===== src/rtl/canvas_streamer.sv =====
// Streams the ROWS x COLS canvas in raster order over valid/ready, reading a synchronous
// 1-cycle-latency read port and absorbing backpressure in a 2-entry skid buffer.
module canvas_streamer #(
    parameter int ROWS   = 28,
    parameter int COLS   = 28,
    parameter int DATA_W = 16,
    parameter int PIX_W  = 8,
    parameter int IDX_W  = 10
) (
    input  logic              Clk,
    input  logic              Reset_n,
    input  logic              Start,
    input  logic              Abort,
    output logic              Busy,
    output logic              Done,
    output logic [4:0]        Rd_Row,
    output logic [4:0]        Rd_Col,
    input  logic [DATA_W-1:0] Rd_Data,
    output logic [PIX_W-1:0]  Pix_Data,
    output logic [IDX_W-1:0]  Pix_Index,
    output logic              Pix_Valid,
    input  logic              Pix_Ready,
    output logic              Pix_Last
);
    localparam int TOTAL = ROWS * COLS;

    typedef enum logic [1:0] {ST_IDLE, ST_STREAM, ST_DONE} state_t;

    state_t           r_state, w_next;
    logic [4:0]       r_row, r_col;
    logic             r_all_issued, r_inflight;
    logic [PIX_W-1:0] r_buf [2];
    logic             r_wr_ptr, r_rd_ptr;
    logic [1:0]       r_count;
    logic [IDX_W-1:0] r_out_idx;

    logic             w_issue, w_pop, w_push, w_buf_pop, w_valid, w_last_hs, w_clr, w_addr_end;
    logic [PIX_W-1:0] w_rd_pix;
    logic [1:0]       w_occ;
    logic             w_unused;

    assign w_rd_pix   = Rd_Data[DATA_W-1 -: PIX_W];
    assign w_unused   = &{1'b0, Rd_Data};
    assign w_occ      = r_count + {1'b0, r_inflight};
    assign w_valid    = (r_count != 2'd0) || r_inflight;
    assign w_pop      = w_valid && Pix_Ready;
    assign w_buf_pop  = w_pop && (r_count != 2'd0);
    // Returning read data bypasses the buffer when it is empty and the consumer takes it now.
    assign w_push     = r_inflight && !((r_count == 2'd0) && Pix_Ready);
    assign w_issue    = (r_state == ST_STREAM) && !r_all_issued && (w_occ < 2'd2);
    assign w_last_hs  = w_pop && (r_out_idx == IDX_W'(TOTAL - 1));
    assign w_addr_end = (r_row == 5'(ROWS - 1)) && (r_col == 5'(COLS - 1));
    assign w_clr      = (w_next != ST_STREAM);

    always_ff @(posedge Clk or negedge Reset_n) begin
        if (!Reset_n) r_state <= ST_IDLE;
        else          r_state <= w_next;
    end

    always_comb begin
        w_next = r_state;
        Busy   = 1'b0;
        Done   = 1'b0;
        case (r_state)
            ST_IDLE:   if (Start && !Abort) w_next = ST_STREAM;
            ST_STREAM: begin
                Busy = 1'b1;
                if (Abort)          w_next = ST_IDLE;
                else if (w_last_hs) w_next = ST_DONE;
            end
            ST_DONE: begin
                Done   = 1'b1;
                w_next = ST_IDLE;
            end
            default:   w_next = ST_IDLE;
        endcase
    end

    always_ff @(posedge Clk or negedge Reset_n) begin
        if (!Reset_n) begin
            r_row        <= '0;
            r_col        <= '0;
            r_all_issued <= 1'b0;
            r_inflight   <= 1'b0;
            r_buf[0]     <= '0;
            r_buf[1]     <= '0;
            r_wr_ptr     <= 1'b0;
            r_rd_ptr     <= 1'b0;
            r_count      <= '0;
            r_out_idx    <= '0;
        end else if (w_clr) begin
            r_row        <= '0;
            r_col        <= '0;
            r_all_issued <= 1'b0;
            r_inflight   <= 1'b0;
            r_wr_ptr     <= 1'b0;
            r_rd_ptr     <= 1'b0;
            r_count      <= '0;
            r_out_idx    <= '0;
        end else begin
            r_inflight <= w_issue;
            if (w_issue) begin
                if (w_addr_end) begin
                    r_all_issued <= 1'b1;
                end else if (r_col == 5'(COLS - 1)) begin
                    r_col <= '0;
                    r_row <= r_row + 5'd1;
                end else begin
                    r_col <= r_col + 5'd1;
                end
            end
            if (w_push) begin
                r_buf[r_wr_ptr] <= w_rd_pix;
                r_wr_ptr        <= ~r_wr_ptr;
            end
            if (w_buf_pop) r_rd_ptr <= ~r_rd_ptr;
            r_count <= r_count + {1'b0, w_push} - {1'b0, w_buf_pop};
            if (w_pop) r_out_idx <= r_out_idx + 1'b1;
        end
    end

    assign Rd_Row    = r_row;
    assign Rd_Col    = r_col;
    assign Pix_Valid = w_valid;
    assign Pix_Index = r_out_idx;
    assign Pix_Last  = w_valid && (r_out_idx == IDX_W'(TOTAL - 1));
    assign Pix_Data  = !w_valid ? '0 : ((r_count != 2'd0) ? r_buf[r_rd_ptr] : w_rd_pix);

endmodule


===== config.mk =====
export PLATFORM = sky130hd
export DESIGN_NAME = canvas_streamer
export DESIGN_NICKNAME = d
export VERILOG_FILES = /design/src/rtl/canvas_streamer.sv
export SDC_FILE = /design/constraint.sdc
export NUM_CORES = 1
export LEC_CHECK = 0
export ABC_AREA = 1
export CORE_AREA = 2 2 93 95
export CTS_CLUSTER_SIZE = 28
export DETAILED_ROUTE_END_ITERATION = 8
export DIE_AREA = 0 0 95 97
export GPL_ROUTABILITY_DRIVEN = 0
export GPL_TIMING_DRIVEN = 0
export PLACE_DENSITY = 0.55
export SLEW_MARGIN = 40
export SYNTH_ARGS = -nofsm -noshare
export SYNTH_HDL_FRONTEND = slang
export SYNTH_SLANG_ARGS = --single-unit

===== constraint.sdc =====
create_clock -name Clk -period 2.1 [get_ports Clk]
set_input_delay 0.42 -clock Clk [delete_from_list [all_inputs] [get_ports Clk]]
set_output_delay 0.42 -clock Clk [all_outputs]
set_load 0.01 [all_outputs]

==> impl_metrics.toml, run 1 <==
[floorplan]
start_util_pct = 30.8
pin_count = 53
num_rows = 33
die_area_um2 = 9220
die_h_um = 97
die_w_um = 95
core_um2 = 8130

[logic_synthesis]
yosys.area.top_type = "dfrtp_1"
ys_warn_count = 0
ys_types = 29
yosysSeqAreaShare_pct = 44.0
netlist_instances = 312
async_flop_share_pct = 100
synth.area.top_cells = "dfrtp_1 44%, nand2_1 11%, nand4_1 7.5%"
netlist_area_um2 = 2500
avgSynthCellArea_um2 = 8.02
ys.flop_type = "dfrtp_1"
syn-num-nets = 338
ys_ff_latch = 44
synth_edf_count = 0
synth_top_area_share_pct = 44.0

[grt]
grt_pass1_vias = 2274
grt_pass1_wl_um = 11200
grt_max_degree = 25
grtUsageTotal_pct = 15.3
overflow = 0
antenna_found_initial = 0

[final_layout]
layoutNonFillerInstCount = 476
n_antenna_cell = 0
multiInputGateArea_um2 = 1190
n_fill_cell = 822
area_delta_synth_final_pct = 29.7
layout-drive-gt1-share_pct = 13.5
finalNetCount = 396
regArea_um2 = 1100

[timing]
fmax_mhz = 500
setup_violations = 0
fin_crit_ns = 2.00
finClkSkew_ns = 0.0192
fin_crit_sh_pct = 95.3
hold_viol_final = 0
maxSlewHeadroom_pct = 66.6
setup_slack_ns = 0.0985
timing.hold.ws_ns = 0.00742
rsz0062_at_grt = "no"
drv_slew = 0
tightest_slew_ns = 0.501

[worst_setup_path]
critPathTopFamily = "buffers and inverters"
critPathMaxStageDelay_ns = 0.39
path_buf_inv = 3
start_kind = "flip-flop"
critPathRequiredTime_ns = 1.68
worstPathArrival_ns = 1.58
worst_path_most_repeated_cell = "o21ai_0"
end_kind = "output pin"
crit_type = "flip-flop to output pin"
cp_cell_sequence = "inv_2 -> nand2_2 -> clkbuf_8 -> o21ai_0 -> o21ai_0 -> dlygate4sd2_1"
crit_fanout = 10
crit_slowest_cell = "dfrtp_1"

[routing]
via_per_inst = 4.89
drc_errors = 0
wire_per_inst_um = 14.0
ant_nets = 0
drt_iter0_drc = 98
first_pass_iters = 4
vias = 2330
routed_wl_um = 6650

[placement]
dp_cells = 462
io_buffers = 44
hpwlAfterDp_um = 4640
dp_slack_ns = -0.328

[clock_network]
cts_tree = "yes"
cts.htree.levels = 2
clk_latency_ns = 0.31
clk_pin_slew_ns = 0.09
cts_hold_buf = 0
cts.sinks = 44
cts_made_buffers = 5
clockRootBuffer = "clkbuf_8"
clock_path_buffers = 2

[pwr]
powerDensity_nw_per_um2 = 570
power_mw = 1.85
power_leakage_nw = 1.60
peakVddDrop_uv = 395

[worst_hold_path]
hp-class = "input port to asynchronous set/reset pin"

[job]
cap_violations = 0

[status]
status = "complete, no violations"
power breakdown:
part           switching, mW  internal, mW  total [mW]
Sequential            0.0368         0.913       0.950
Combinational          0.210         0.129       0.338
Clock                  0.326         0.236       0.562
cell usage after synthesis, drive strengths merged, types with 2 or more instances:
master / n
a21oi: 2
o211ai: 8
ha: 5
clkbuf: 3
o21ai: 14
nor3: 4
xor2: 11
nor2: 28
xnor2: 5
clkinv: 2
nand2: 76
nand4: 31
nand3: 32
buf: 9
inv: 36
dfrtp: 44
state kept, by name, indices dropped and copies added (netlist names), 2 cells and up:
name	count
r_state	2
Rd_Row	5
Rd_Col	5
Pix_Index	10
r_buf	16
r_count	2
path summary, 6_finish.rpt:
path	end	slack, ns	start	cells after the start
max in group asynchronous	r_rd_ptr	1.66	Reset_n	2
worst max-delay path	Pix_Data[4]	0.1	r_count[1]	6
worst min-delay path	Rd_Col[3]	0.007	Reset_n	1
min in group Clk	r_buf[11]	0.48	r_buf[11]	2
worst max register to register	Rd_Col[0]	0.32	Rd_Col[0]	8
worst min register to register	r_buf[11]	0.48	r_buf[11]	2
routing by layer:
metal	wire length (um)	global-route usage [%]	up-vias
li1	-	-	1149
met1	3180	21.9	1118
met2	3070	23.7	58
met3	318	2.57	5
met4	78	4.57	0
met5	0	0	-
cell families after synthesis:
family	after synthesis	share of synthesized area, %
compound gates	26	6.70
xor+xnor	16	5.60
fa+ha+maj	5	2.50
flops	44	44.0
simple gates	171	32.5
buf+inv	50	8.75
final cells by class:
type	count	share of cell area, %
Clock inverter	3	0.732
Buffer	11	2.54
Timing Repair Buffer	52	15.5
Inverter	38	4.43
Tap cell	105	4.05
Sequential cell	44	34.0
Clock buffer	5	2.12
Multi-Input combinational cell	218	36.7
through the flow:
stage	utilization, %	TNS (ns)	area (um^2)
after floorplan	-	0	2500
after global placement	37.8	-35.65	3080
after detailed placement	38.0	-2.26	3090
after CTS	39.7	0	3230
after global routing	39.9	0	3250
final	39.9	0	3250
repair_timing:
action	in CTS	in global routing
endpoints found under the setup margin	10	4
gates resized for setup	17	4
gates cloned	0	0
hold endpoints to repair	0	0
setup buffers	5	2
pin swaps	0	1
cell usage in the layout (no fill, tap or decap), types with 2 or more instances in the layout:
cell type / count
o21ai_1: 4
buf_4: 11
nor3_1: 3
inv_1: 30
clkdlybuf4s50_1: 34
dfrtp_2: 2
nand2_1: 73
nand3_2: 2
xor2_1: 11
nand2_2: 3
o21ai_0: 10
nor2_2: 2
clkinvlp_4: 2
clkdlybuf4s15_1: 2
inv_2: 6
o211ai_1: 8
nor2_1: 25
dlygate4sd2_1: 7
dfrtp_1: 42
nand3_1: 29
nand4_1: 30
xnor2_1: 5
ha_1: 4
buf_2: 4
clkbuf_8: 6
buf_6: 2
Power figures use the tool's default switching activity.
==> run 2, diff against run 1 <==
Settings changed: CORE_AREA 2 2 93 95 to 2 2 74 76, DIE_AREA 0 0 95 97 to 0 0 76 78, PLACE_DENSITY 0.55 to 0.79.
==> impl_metrics.toml, run 2 (synthesis gave the netlist of run 1 again) <==
[grt]
overflow = 0
grt_pass1_vias = 2364
grt_pass1_wl_um = 11000
antenna_found_initial = 0
grt_max_degree = 27
grtUsageTotal_pct = 23.0

[clock_network]
cts_made_buffers = 5
clockRootBuffer = "clkbuf_8"
clk_latency_ns = 0.30
cts.htree.levels = 2
cts_tree = "yes"
cts.sinks = 44
clk_pin_slew_ns = 0.09
clock_path_buffers = 2

[routing]
drc_errors = 0
vias = 2386
via_per_inst = 5.41
routed_wl_um = 6290
ant_nets = 0
first_pass_iters = 5
wire_per_inst_um = 14.3
drt_iter0_drc = 143

[timing]
hold_viol_final = 0
fin_crit_sh_pct = 95.6
setup_violations = 0
timing.hold.ws_ns = 0.471
maxSlewHeadroom_pct = 68.7
fin_crit_ns = 2.01
drv_slew = 0
rsz0062_at_grt = "no"
fmax_mhz = 498
finClkSkew_ns = 0.00919
tightest_slew_ns = 0.469

[pwr]
power_mw = 2.18
power_leakage_nw = 1.65
powerDensity_nw_per_um2 = 668
peakVddDrop_uv = 572

[floorplan]
pin_count = 53
start_util_pct = 49.7
die_area_um2 = 5930
die_h_um = 78
die_w_um = 76
num_rows = 26
core_um2 = 5040

[worst_setup_path]
r2r-start = "Rd_Col[0]"
end_kind = "output pin"
crit_fanout = 4
start_kind = "flip-flop"
crit_type = "flip-flop to output pin"
critPathRequiredTime_ns = 1.68
worstPathArrival_ns = 1.59
crit_start = "r_count[1]"

[final_layout]
area_delta_synth_final_pct = 30.5
layout-drive-gt1-share_pct = 12.7
n_antenna_cell = 0
regArea_um2 = 1100
final_cell_mix = "73 x nand2_1, 43 x dfrtp_1, 34 x clkdlybuf4s50_1, 30 x inv_1, 30 x nand4_1"
top_register = "r_buf"
largest_register_ffs = 16
layoutNonFillerInstCount = 441
finalNetCount = 396
final_common_cell = "nand2_1"
n_fill_cell = 448
finish.utilization_pct = 64.8
multiInputGateArea_um2 = 1190

[placement]
io_buffers = 44
dp_cells = 427
hpwlAfterDp_um = 4240

[worst_hold_path]
min_from = "r_buf[13]"
hp-class = "flip-flop to flip-flop"

[status]
status = "complete, no violations"

[job]
cap_violations = 0
==> run 2: cell count changes in the layout (fill, tap and decap cells not counted), sizes merged <==
cell           before  now
buf                18   17
bufinv              0    3
clkdlybuf4s15       2    1
clkinv              3    2
clkinvlp            2    0
dlygate4sd2         7    8
dlygate4sd3         0    1
==> run 2: where the power goes <==
| group | leakage, nW | internal, mW | switching, mW |
|---|---|---|---|
| Clock | 0.0784 | 0.595 | 0.302 |
| Combinational | 0.964 | 0.129 | 0.207 |
| Sequential | 0.603 | 0.913 | 0.0353 |
| Total | 1.64 | 1.64 | 0.544 |
==> run 2: worst max-delay path, stage by stage, from the launching register on <==
cell and delay [ns]:
dfrtp_1 0.42, inv_2 0.08, nand2_2 0.09, nor2_4 0.14, inv_2 0.09, clkdlybuf4s50_1 0.48
==> run 2: path summary, 6_finish.rpt <==
kind	slack, ns	end	depth (start not counted)
max in group asynchronous	1.14	r_rd_ptr	3
hold / removal	0.47	r_buf[13]	2
min in group asynchronous	0.53	r_all_issued	2
setup reg to reg	0.30	Rd_Row[4]	8
hold reg to reg	0.47	r_buf[13]	2
setup / recovery	0.09	Pix_Valid	5
==> run 2: what timing repair did <==
action	CTS	global route
hold buffers	1	0
setup buffers	3	3
setup endpoints to repair	9	6
pin swaps	0	1
gates resized for setup	14	3
hold endpoints to repair	18	0
==> run 2: cell type report <==
type                    count  area share (%)
multi-input cells         218            36.4
flip-flops and latches     44            33.7
repair buffers             52            15.4
inverters                  38            4.40
clock inverters             3            2.76
well taps                  70            2.68
plain buffers              11            2.53
clock buffers               5            2.11
==> run 2: layer usage <==
layer | global-route usage [%] | wire [um] | up-vias | share of wire, %
li1 | - | - | 1152 | -
met1 | 28.1 | 2680 | 1160 | 43
met2 | 40.4 | 3210 | 68 | 51
met3 | 4.77 | 332 | 6 | 5.3
met4 | 8.18 | 61 | 0 | 0.97
met5 | 0 | 0 | - | 0
==> run 2: per-stage QoR <==
| stage | setup TNS [ns] | cell area [um^2] | setup WS [ns] |
|---|---|---|---|
| after floorplan | 0 | 2500 | 0.347 |
| after global placement | -29.29 | 3030 | -0.639 |
| after detailed placement | -1.56 | 3050 | -0.248 |
| after CTS | 0 | 3240 | 0.0284 |
| after global routing | 0 | 3270 | 0.000917 |
| final | 0 | 3270 | 0.0923 |
